--- src/rtl/id_ex_reg_if.sv ---
// ID->EX pipeline bundle: decoded instruction fields from ID and the
// registered copies presented to EX.
interface id_ex_reg_if #(
  parameter int WIDTH = 32
);
  logic             id_valid;
  logic [WIDTH-1:0] id_pc_plus4;
  logic [WIDTH-1:0] id_rs_data;
  logic [WIDTH-1:0] id_rt_data;
  logic [WIDTH-1:0] id_imm;
  logic [4:0]       id_rs;
  logic [4:0]       id_rt;
  logic [4:0]       id_rd;
  logic             id_reg_write;
  logic             id_mem_to_reg;
  logic             id_mem_read;
  logic             id_mem_write;
  logic             id_branch;
  logic             id_alu_src;
  logic             id_reg_dst;
  logic [1:0]       id_alu_op;
  logic [5:0]       id_funct;

  logic             ex_valid;
  logic [WIDTH-1:0] ex_pc_plus4;
  logic [WIDTH-1:0] ex_a;
  logic [WIDTH-1:0] ex_b;
  logic [WIDTH-1:0] ex_rt_data;
  logic [2:0]       ex_alu_control;
  logic [4:0]       ex_write_reg;
  logic [4:0]       ex_rs;
  logic [4:0]       ex_rt;
  logic             ex_reg_write;
  logic             ex_mem_to_reg;
  logic             ex_mem_read;
  logic             ex_mem_write;
  logic             ex_branch;

  modport master (
    output id_valid, id_pc_plus4, id_rs_data, id_rt_data, id_imm,
           id_rs, id_rt, id_rd, id_reg_write, id_mem_to_reg, id_mem_read,
           id_mem_write, id_branch, id_alu_src, id_reg_dst, id_alu_op, id_funct,
    input  ex_valid, ex_pc_plus4, ex_a, ex_b, ex_rt_data, ex_alu_control,
           ex_write_reg, ex_rs, ex_rt, ex_reg_write, ex_mem_to_reg,
           ex_mem_read, ex_mem_write, ex_branch
  );

  modport slave (
    input  id_valid, id_pc_plus4, id_rs_data, id_rt_data, id_imm,
           id_rs, id_rt, id_rd, id_reg_write, id_mem_to_reg, id_mem_read,
           id_mem_write, id_branch, id_alu_src, id_reg_dst, id_alu_op, id_funct,
    output ex_valid, ex_pc_plus4, ex_a, ex_b, ex_rt_data, ex_alu_control,
           ex_write_reg, ex_rs, ex_rt, ex_reg_write, ex_mem_to_reg,
           ex_mem_read, ex_mem_write, ex_branch
  );
endinterface

--- src/rtl/id_ex_reg.sv ---
// ID/EX pipeline register: selects ALU operands, destination register and
// ALU control at load time; supports stall (hold) and flush (bubble).
module id_ex_reg #(
  parameter int WIDTH = 32
) (
  input  logic       clk,
  input  logic       rst_n,
  input  logic       stall,
  input  logic       flush,
  id_ex_reg_if.slave bus
);
  localparam logic [2:0] ALU_AND = 3'b000;
  localparam logic [2:0] ALU_OR  = 3'b001;
  localparam logic [2:0] ALU_ADD = 3'b010;
  localparam logic [2:0] ALU_SUB = 3'b110;
  localparam logic [2:0] ALU_SLT = 3'b111;

  typedef struct packed {
    logic             valid;
    logic [WIDTH-1:0] pc_plus4;
    logic [WIDTH-1:0] a;
    logic [WIDTH-1:0] b;
    logic [WIDTH-1:0] rt_data;
    logic [2:0]       alu_control;
    logic [4:0]       write_reg;
    logic [4:0]       rs;
    logic [4:0]       rt;
    logic             reg_write;
    logic             mem_to_reg;
    logic             mem_read;
    logic             mem_write;
    logic             branch;
  } ex_t;

  ex_t ex_d;
  ex_t ex_q;
  ex_t bubble;

  function automatic logic [2:0] alu_decode(input logic [1:0] op, input logic [5:0] funct);
    logic [2:0] ctl;
    ctl = ALU_ADD;
    case (op)
      2'b01: ctl = ALU_SUB;
      2'b10: begin
        case (funct)
          6'b100000: ctl = ALU_ADD;
          6'b100010: ctl = ALU_SUB;
          6'b100100: ctl = ALU_AND;
          6'b100101: ctl = ALU_OR;
          6'b101010: ctl = ALU_SLT;
          default:   ctl = ALU_ADD;
        endcase
      end
      default: ctl = ALU_ADD;
    endcase
    return ctl;
  endfunction

  always_comb begin
    bubble             = '0;
    bubble.alu_control = ALU_ADD;
  end

  // Controls are gated by id_valid so a non-instruction can never write back.
  always_comb begin
    ex_d             = '0;
    ex_d.valid       = bus.id_valid;
    ex_d.pc_plus4    = bus.id_pc_plus4;
    ex_d.a           = bus.id_rs_data;
    ex_d.b           = bus.id_alu_src ? bus.id_imm : bus.id_rt_data;
    ex_d.rt_data     = bus.id_rt_data;
    ex_d.alu_control = alu_decode(bus.id_alu_op, bus.id_funct);
    ex_d.write_reg   = bus.id_reg_dst ? bus.id_rd : bus.id_rt;
    ex_d.rs          = bus.id_rs;
    ex_d.rt          = bus.id_rt;
    ex_d.reg_write   = bus.id_reg_write  & bus.id_valid;
    ex_d.mem_to_reg  = bus.id_mem_to_reg & bus.id_valid;
    ex_d.mem_read    = bus.id_mem_read   & bus.id_valid;
    ex_d.mem_write   = bus.id_mem_write  & bus.id_valid;
    ex_d.branch      = bus.id_branch     & bus.id_valid;
  end

  always_ff @(posedge clk) begin
    if (!rst_n) begin
      ex_q <= bubble;
    end else if (flush) begin
      ex_q <= bubble;
    end else if (!stall) begin
      ex_q <= ex_d;
    end
  end

  assign bus.ex_valid       = ex_q.valid;
  assign bus.ex_pc_plus4    = ex_q.pc_plus4;
  assign bus.ex_a           = ex_q.a;
  assign bus.ex_b           = ex_q.b;
  assign bus.ex_rt_data     = ex_q.rt_data;
  assign bus.ex_alu_control = ex_q.alu_control;
  assign bus.ex_write_reg   = ex_q.write_reg;
  assign bus.ex_rs          = ex_q.rs;
  assign bus.ex_rt          = ex_q.rt;
  assign bus.ex_reg_write   = ex_q.reg_write;
  assign bus.ex_mem_to_reg  = ex_q.mem_to_reg;
  assign bus.ex_mem_read    = ex_q.mem_read;
  assign bus.ex_mem_write   = ex_q.mem_write;
  assign bus.ex_branch      = ex_q.branch;
endmodule

--- src/flat_wrapper.sv ---
// flat-port wrapper written by rule: the top's interface ports become plain ports
module id_ex_reg_flat 
#(
  parameter int WIDTH = 32
)
  (clk, rst_n, stall, flush, bus_id_valid, bus_id_pc_plus4, bus_id_rs_data, bus_id_rt_data, bus_id_imm, bus_id_rs, bus_id_rt, bus_id_rd, bus_id_reg_write, bus_id_mem_to_reg, bus_id_mem_read, bus_id_mem_write, bus_id_branch, bus_id_alu_src, bus_id_reg_dst, bus_id_alu_op, bus_id_funct, bus_ex_valid, bus_ex_pc_plus4, bus_ex_a, bus_ex_b, bus_ex_rt_data, bus_ex_alu_control, bus_ex_write_reg, bus_ex_rs, bus_ex_rt, bus_ex_reg_write, bus_ex_mem_to_reg, bus_ex_mem_read, bus_ex_mem_write, bus_ex_branch);
  id_ex_reg_if #(.WIDTH(WIDTH)) bus_i ();
  input  logic clk;
  input  logic rst_n;
  input  logic stall;
  input  logic flush;
  input wire logic [$bits(bus_i.id_valid)-1:0] bus_id_valid;
  input wire logic [$bits(bus_i.id_pc_plus4)-1:0] bus_id_pc_plus4;
  input wire logic [$bits(bus_i.id_rs_data)-1:0] bus_id_rs_data;
  input wire logic [$bits(bus_i.id_rt_data)-1:0] bus_id_rt_data;
  input wire logic [$bits(bus_i.id_imm)-1:0] bus_id_imm;
  input wire logic [$bits(bus_i.id_rs)-1:0] bus_id_rs;
  input wire logic [$bits(bus_i.id_rt)-1:0] bus_id_rt;
  input wire logic [$bits(bus_i.id_rd)-1:0] bus_id_rd;
  input wire logic [$bits(bus_i.id_reg_write)-1:0] bus_id_reg_write;
  input wire logic [$bits(bus_i.id_mem_to_reg)-1:0] bus_id_mem_to_reg;
  input wire logic [$bits(bus_i.id_mem_read)-1:0] bus_id_mem_read;
  input wire logic [$bits(bus_i.id_mem_write)-1:0] bus_id_mem_write;
  input wire logic [$bits(bus_i.id_branch)-1:0] bus_id_branch;
  input wire logic [$bits(bus_i.id_alu_src)-1:0] bus_id_alu_src;
  input wire logic [$bits(bus_i.id_reg_dst)-1:0] bus_id_reg_dst;
  input wire logic [$bits(bus_i.id_alu_op)-1:0] bus_id_alu_op;
  input wire logic [$bits(bus_i.id_funct)-1:0] bus_id_funct;
  output wire logic [$bits(bus_i.ex_valid)-1:0] bus_ex_valid;
  output wire logic [$bits(bus_i.ex_pc_plus4)-1:0] bus_ex_pc_plus4;
  output wire logic [$bits(bus_i.ex_a)-1:0] bus_ex_a;
  output wire logic [$bits(bus_i.ex_b)-1:0] bus_ex_b;
  output wire logic [$bits(bus_i.ex_rt_data)-1:0] bus_ex_rt_data;
  output wire logic [$bits(bus_i.ex_alu_control)-1:0] bus_ex_alu_control;
  output wire logic [$bits(bus_i.ex_write_reg)-1:0] bus_ex_write_reg;
  output wire logic [$bits(bus_i.ex_rs)-1:0] bus_ex_rs;
  output wire logic [$bits(bus_i.ex_rt)-1:0] bus_ex_rt;
  output wire logic [$bits(bus_i.ex_reg_write)-1:0] bus_ex_reg_write;
  output wire logic [$bits(bus_i.ex_mem_to_reg)-1:0] bus_ex_mem_to_reg;
  output wire logic [$bits(bus_i.ex_mem_read)-1:0] bus_ex_mem_read;
  output wire logic [$bits(bus_i.ex_mem_write)-1:0] bus_ex_mem_write;
  output wire logic [$bits(bus_i.ex_branch)-1:0] bus_ex_branch;
  assign bus_i.id_valid = bus_id_valid;
  assign bus_i.id_pc_plus4 = bus_id_pc_plus4;
  assign bus_i.id_rs_data = bus_id_rs_data;
  assign bus_i.id_rt_data = bus_id_rt_data;
  assign bus_i.id_imm = bus_id_imm;
  assign bus_i.id_rs = bus_id_rs;
  assign bus_i.id_rt = bus_id_rt;
  assign bus_i.id_rd = bus_id_rd;
  assign bus_i.id_reg_write = bus_id_reg_write;
  assign bus_i.id_mem_to_reg = bus_id_mem_to_reg;
  assign bus_i.id_mem_read = bus_id_mem_read;
  assign bus_i.id_mem_write = bus_id_mem_write;
  assign bus_i.id_branch = bus_id_branch;
  assign bus_i.id_alu_src = bus_id_alu_src;
  assign bus_i.id_reg_dst = bus_id_reg_dst;
  assign bus_i.id_alu_op = bus_id_alu_op;
  assign bus_i.id_funct = bus_id_funct;
  assign bus_ex_valid = bus_i.ex_valid;
  assign bus_ex_pc_plus4 = bus_i.ex_pc_plus4;
  assign bus_ex_a = bus_i.ex_a;
  assign bus_ex_b = bus_i.ex_b;
  assign bus_ex_rt_data = bus_i.ex_rt_data;
  assign bus_ex_alu_control = bus_i.ex_alu_control;
  assign bus_ex_write_reg = bus_i.ex_write_reg;
  assign bus_ex_rs = bus_i.ex_rs;
  assign bus_ex_rt = bus_i.ex_rt;
  assign bus_ex_reg_write = bus_i.ex_reg_write;
  assign bus_ex_mem_to_reg = bus_i.ex_mem_to_reg;
  assign bus_ex_mem_read = bus_i.ex_mem_read;
  assign bus_ex_mem_write = bus_i.ex_mem_write;
  assign bus_ex_branch = bus_i.ex_branch;
  id_ex_reg #(.WIDTH(WIDTH)) u_core (.clk(clk), .rst_n(rst_n), .stall(stall), .flush(flush), .bus(bus_i));
endmodule
--- config.mk ---
export PLATFORM = sky130hd
export DESIGN_NAME = id_ex_reg_flat
export DESIGN_NICKNAME = d
export VERILOG_FILES = /design/src/rtl/id_ex_reg_if.sv /design/src/rtl/id_ex_reg.sv /design/src/flat_wrapper.sv
export SDC_FILE = /design/constraint.sdc
export NUM_CORES = 1
export LEC_CHECK = 0
export BUFFER_PORTS_ARGS = -buffer_cell sky130_fd_sc_hd__buf_4
export CORE_MARGIN = 3
export CORE_UTILIZATION = 45
export CTS_CLUSTER_DIAMETER = 60
export DETAILED_ROUTE_END_ITERATION = 8
export PLACE_DENSITY = 0.8
export SYNTH_ARGS = -nofsm -noshare
export SYNTH_HDL_FRONTEND = slang
export SYNTH_SLANG_ARGS = --single-unit
--- constraint.sdc ---
create_clock -name clk -period 1.35 [get_ports clk]
set_input_delay 0.0675 -clock clk [delete_from_list [all_inputs] [get_ports clk]]
set_output_delay 0.0675 -clock clk [all_outputs]
set_load 0.05 [all_outputs]
**Word-level counts from Yosys, hierarchy flattened**

Index checks and enable logic that the tools add are counted.

- Word-level logic and storage cells: 31
- Input bits: 163
- Bits in registers: 152
- Output and inout bits: 152

- Mux-type cells: 4
- Equality and inequality tests: 6
- Bitwise operators: 6
- Reductions and logical operators: 1

Operators with widths:

| cell | count |
|---|---|
| 2-to-1 mux 32 bit | 1 |
| == test 6 bit, second input constant | 4 |
| case mux 3 bit (4 select lines) | 1 |
| case mux 3 bit (2 select lines) | 1 |
| AND 1 bit | 5 |
| 2-to-1 mux 5 bit | 1 |
| == test 2 x 1 -> 1 bit, second input constant | 1 |
| == test 2 bit, second input constant | 1 |
| OR reduction 2 bit | 1 |
| NOT 1 bit | 1 |

**Depth between registers and ports, before layout**

- Depth after elaboration: 3
- Depth in mapped cells: 5
- Mapped depth without buffers: 5

**Worst setup path before layout**

Ideal clock, no wire load.

- Path kind: input to register
- Start point: input bus_id_alu_op[0]
- End point: register u_core.ex_q (netlist bit u_core.bus.ex_alu_control[0])
- Path slack: 0.357 ns
- Cell stages on the path: 5
- Library setup time: 0.079 ns
- Buffers on the path: 0
- Arrival time: 0.914 ns
- Required time: 1.271 ns
- Path through: inv_1 > ha_1 > nor3b_1 > nand3_1 > o211ai_1

- Longest elaborated chain between the ends: 2
- Elaborated cells on any way between the ends: 3
- Classes of those cells: eq/ne: 2; mux: 1

Ends and longest elaborated chain:

| element | line | text |
|---|---|---|
| from (decl) | flat_wrapper.sv:27 | `input wire logic [$bits(bus_i.id_alu_op)-1:0] bus_id_alu_op;` |
| == test 2 bit or == test 2 x 1 -> 1 bit (tied branches) | id_ex_reg.sv:42 | `case (op)` |
| case mux 3 bit (2 select lines) * | id_ex_reg.sv:42 |  |
| to (signal assigned) | id_ex_reg.sv:85 | `ex_q <= bubble;` |
| to (signal assigned) | id_ex_reg.sv:87 | `ex_q <= bubble;` |
| to (decl) | id_ex_reg.sv:36 | `ex_t ex_q;` |

Mark *: on every way between the ends. The rest lies on a longest branch, timed or not.
A chain may end at the register's enable or synchronous reset.

**Worst setup path in the final report**

- Start point: input bus_id_funct[0]
- End point: register u_core.ex_q (netlist bit u_core.bus.ex_alu_control[2])

- Longest elaborated chain between the ends: 3
- Elaborated cells on any way between the ends: 6
- Classes of those cells: eq/ne: 4; mux: 2

Ends and longest elaborated chain:

| element | line | text |
|---|---|---|
| from (decl) | flat_wrapper.sv:28 | `input wire logic [$bits(bus_i.id_funct)-1:0] bus_id_funct;` |
| == test 6 bit | id_ex_reg.sv:45 | `case (funct)` |
| case mux 3 bit (4 select lines) * | id_ex_reg.sv:45 |  |
| case mux 3 bit (2 select lines) * | id_ex_reg.sv:42 |  |

Marked as above.

==> results.json <==
{
  "synth_top_area_cell": "dfxtp_1",
  "register_area_um2": 3040,
  "vias_per_cell": 5.01,
  "die_h_um": 122,
  "numCtsBuffers": 17,
  "whs_ps": 19.4,
  "hpwl_mm": 13.5,
  "syn_avg_cell_area_um2": 11.1,
  "hold_path.class": "in -> reg",
  "drtIter0Drc": 306,
  "slew_violations": 0,
  "grt_usage": 0.287,
  "rows": 41,
  "fill_cells": 736,
  "grt_pass1_vias": 6322,
  "timing.slew.headroom": 0.606,
  "grt_overflow_total": 0,
  "start_kind": "primary input",
  "grt_pass1_wl_mm": 33.0,
  "yosysMostFrequentCell": "dfxtp_1",
  "setup_tns_ps": 0,
  "outcome": "complete, no violations",
  "yosysUniqueCellTypes": 29,
  "power_density_nw_per_um2": 1160,
  "reg2reg_slack_ps": 590,
  "stdcell_count": 1166,
  "fmax_mhz": 788,
  "drt-total-wl_mm": 21.9,
  "grt_max_degree": 55,
  "drt-wirelength-per-cell_um": 18.8,
  "synth_area_um2": 6100,
  "power_w": 0.0121,
  "syn_to_final_growth_pct": 71.4,
  "endpoint_kind": "flip-flop",
  "synth_edf_count": 0,
  "synth_top_area_frac": 0.499,
  "cts_root_buf": "clkbuf_16",
  "antenna_found_initial": 1,
  "io_pins": 315,
  "dieArea_um2": 15000,
  "cts_tree": "done",
  "fin_crit_sh": 0.940,
  "cts_setup_buffers": 0,
  "maxCapViolations": 0,
  "ys_seq_area_frac": 0.499,
  "async_reset_ff_frac": 0,
  "first_pass_iters": 5,
  "post-route-min-period_ps": 1270,
  "synth_ff_type": "dfxtp_1",
  "nets": 1145,
  "die_w_um": 122,
  "initial_core_util": 0.472,
  "ys_seq_elements": 152,
  "core_area_um2": 12900,
  "cp.arrival_ps": 1610,
  "clockBufferDepth": 2,
  "syn_nets": 715,
  "fin_worst_skew_ps": 0,
  "ys.warnings.count": 0,
  "place_congestion": 0.784,
  "rsz0062_at_grt": "false",
  "ir_drop_v": 0.000714,
  "portBuffers": 314,
  "antenna_left": 0,
  "worst_slew_pin_slew_ps": 582,
  "cts.clk_slew.worst_paths_ps": 60,
  "post-route-util": 0.808,
  "crit_path_max_fanout": 3,
  "setup_viol": 0,
  "cts.sinks": 152,
  "worstPathRequired_ps": 1690,
  "synthCells": 550,
  "p_leak_nw": 5.14,
  "synthTopCellsByCount": "152 x dfxtp_1, 150 x nor2_1, 143 x mux2i_1",
  "hold_violations": 0,
  "insertion_delay_ps": 420,
  "cts_max_level": 4,
  "dp_cells": 1012,
  "ys_top_cells_by_area": "dfxtp_1 50%, mux2i_1 23%, nor2_1 9.2%",
  "crit_type": "in -> reg",
  "dr_total_vias": 5839,
  "post-route-drc-count": 0,
  "multi_input_area_um2": 2740,
  "drive_above_1_share": 0.404
}
## repair_timing
| item | in CTS | in global routing |
|---|---|---|
| gates resized for setup | 0 | 1 |
| hold buffers | 121 | 0 |
| setup endpoints to repair | 0 | 1 |
| hold endpoints to repair | 120 | 0 |
## path summary, 6_finish.rpt
check / from / to / depth (start not counted)
setup / recovery: bus_id_funct[0] / u_core.bus.ex_alu_control[2] / 5
hold / removal: bus_id_imm[18] / u_core.bus.ex_b[18] / 4
setup reg to reg: u_core.bus.ex_pc_plus4[1] / u_core.bus.ex_pc_plus4[1] / 2
hold reg to reg: u_core.bus.ex_rt_data[26] / u_core.bus.ex_rt_data[26] / 2
## through the flow
step	cell area (µm²)	setup WS, ps
after CTS	10400	90.4
after detailed placement	8590	120
after global routing	10400	71.1
after floorplan	6100	357
after global placement	8590	210
final	10400	80.8
## power by group
group / total [W] / switching (W) / internal, W
combinational: 0.00232 / 0.00119 / 0.00113
sequential: 0.00473 / 0.0000902 / 0.00464
clock: 0.00510 / 0.00186 / 0.00324
total: 0.0121 / 0.00314 / 0.00900
## placed cells by master, fill, tap and decap left out, drive strengths merged, types with 2 or more instances in the layout
cell type / netlist / routed
nor3b: 2 / 2
nor2: 150 / 150
clkinvlp: 0 / 3
dfxtp: 152 / 152
a21oi: 3 / 3
ha: 2 / 2
a22oi: 6 / 6
mux2: 37 / 37
inv: 2 / 2
bufinv: 0 / 4
clkbuf: 8 / 22
dlygate4sd3: 0 / 121
clkinv: 0 / 4
buf: 31 / 328
nor2b: 2 / 2
nand3: 2 / 2
mux2i: 143 / 143
## critical path, stage by stage
cell	delay [ps]
dlygate4sd3_1	560
buf_4	150
nand3b_1	140
dlygate4sd3_1	580
a21oi_1	120
## area by class of cell
class / count / area share
clock inverters: 11 / 0.0163
well taps: 172 / 0.0206
inverters: 2 / 0.000719
flip-flops and latches: 152 / 0.291
clock buffers: 21 / 0.0450
diodes: 1 / 0.000240
repair buffers: 450 / 0.364
multi-input cells: 357 / 0.262
## cells by family (layout without fill, tap and decap cells)
kind of cell / after synthesis / in the layout / share of synthesized area
fa+ha+maj: 2 / 2 / 0.00410
compound gates: 11 / 11 / 0.0119
mux: 180 / 180 / 0.322
simple gates: 164 / 164 / 0.110
flops: 152 / 152 / 0.499
buf+inv: 41 / 484 / 0.0538
other cells: 0 / 1 / 0
## per-layer routing
metal  wire (µm)  vias up  GRT usage
li1            -     2722          -
met1        7700     2772      0.286
met2       11700      263      0.530
met3        1370       82     0.0770
met4        1120        0      0.169
met5           0        -          0
Power figures use the tool's default switching activity.
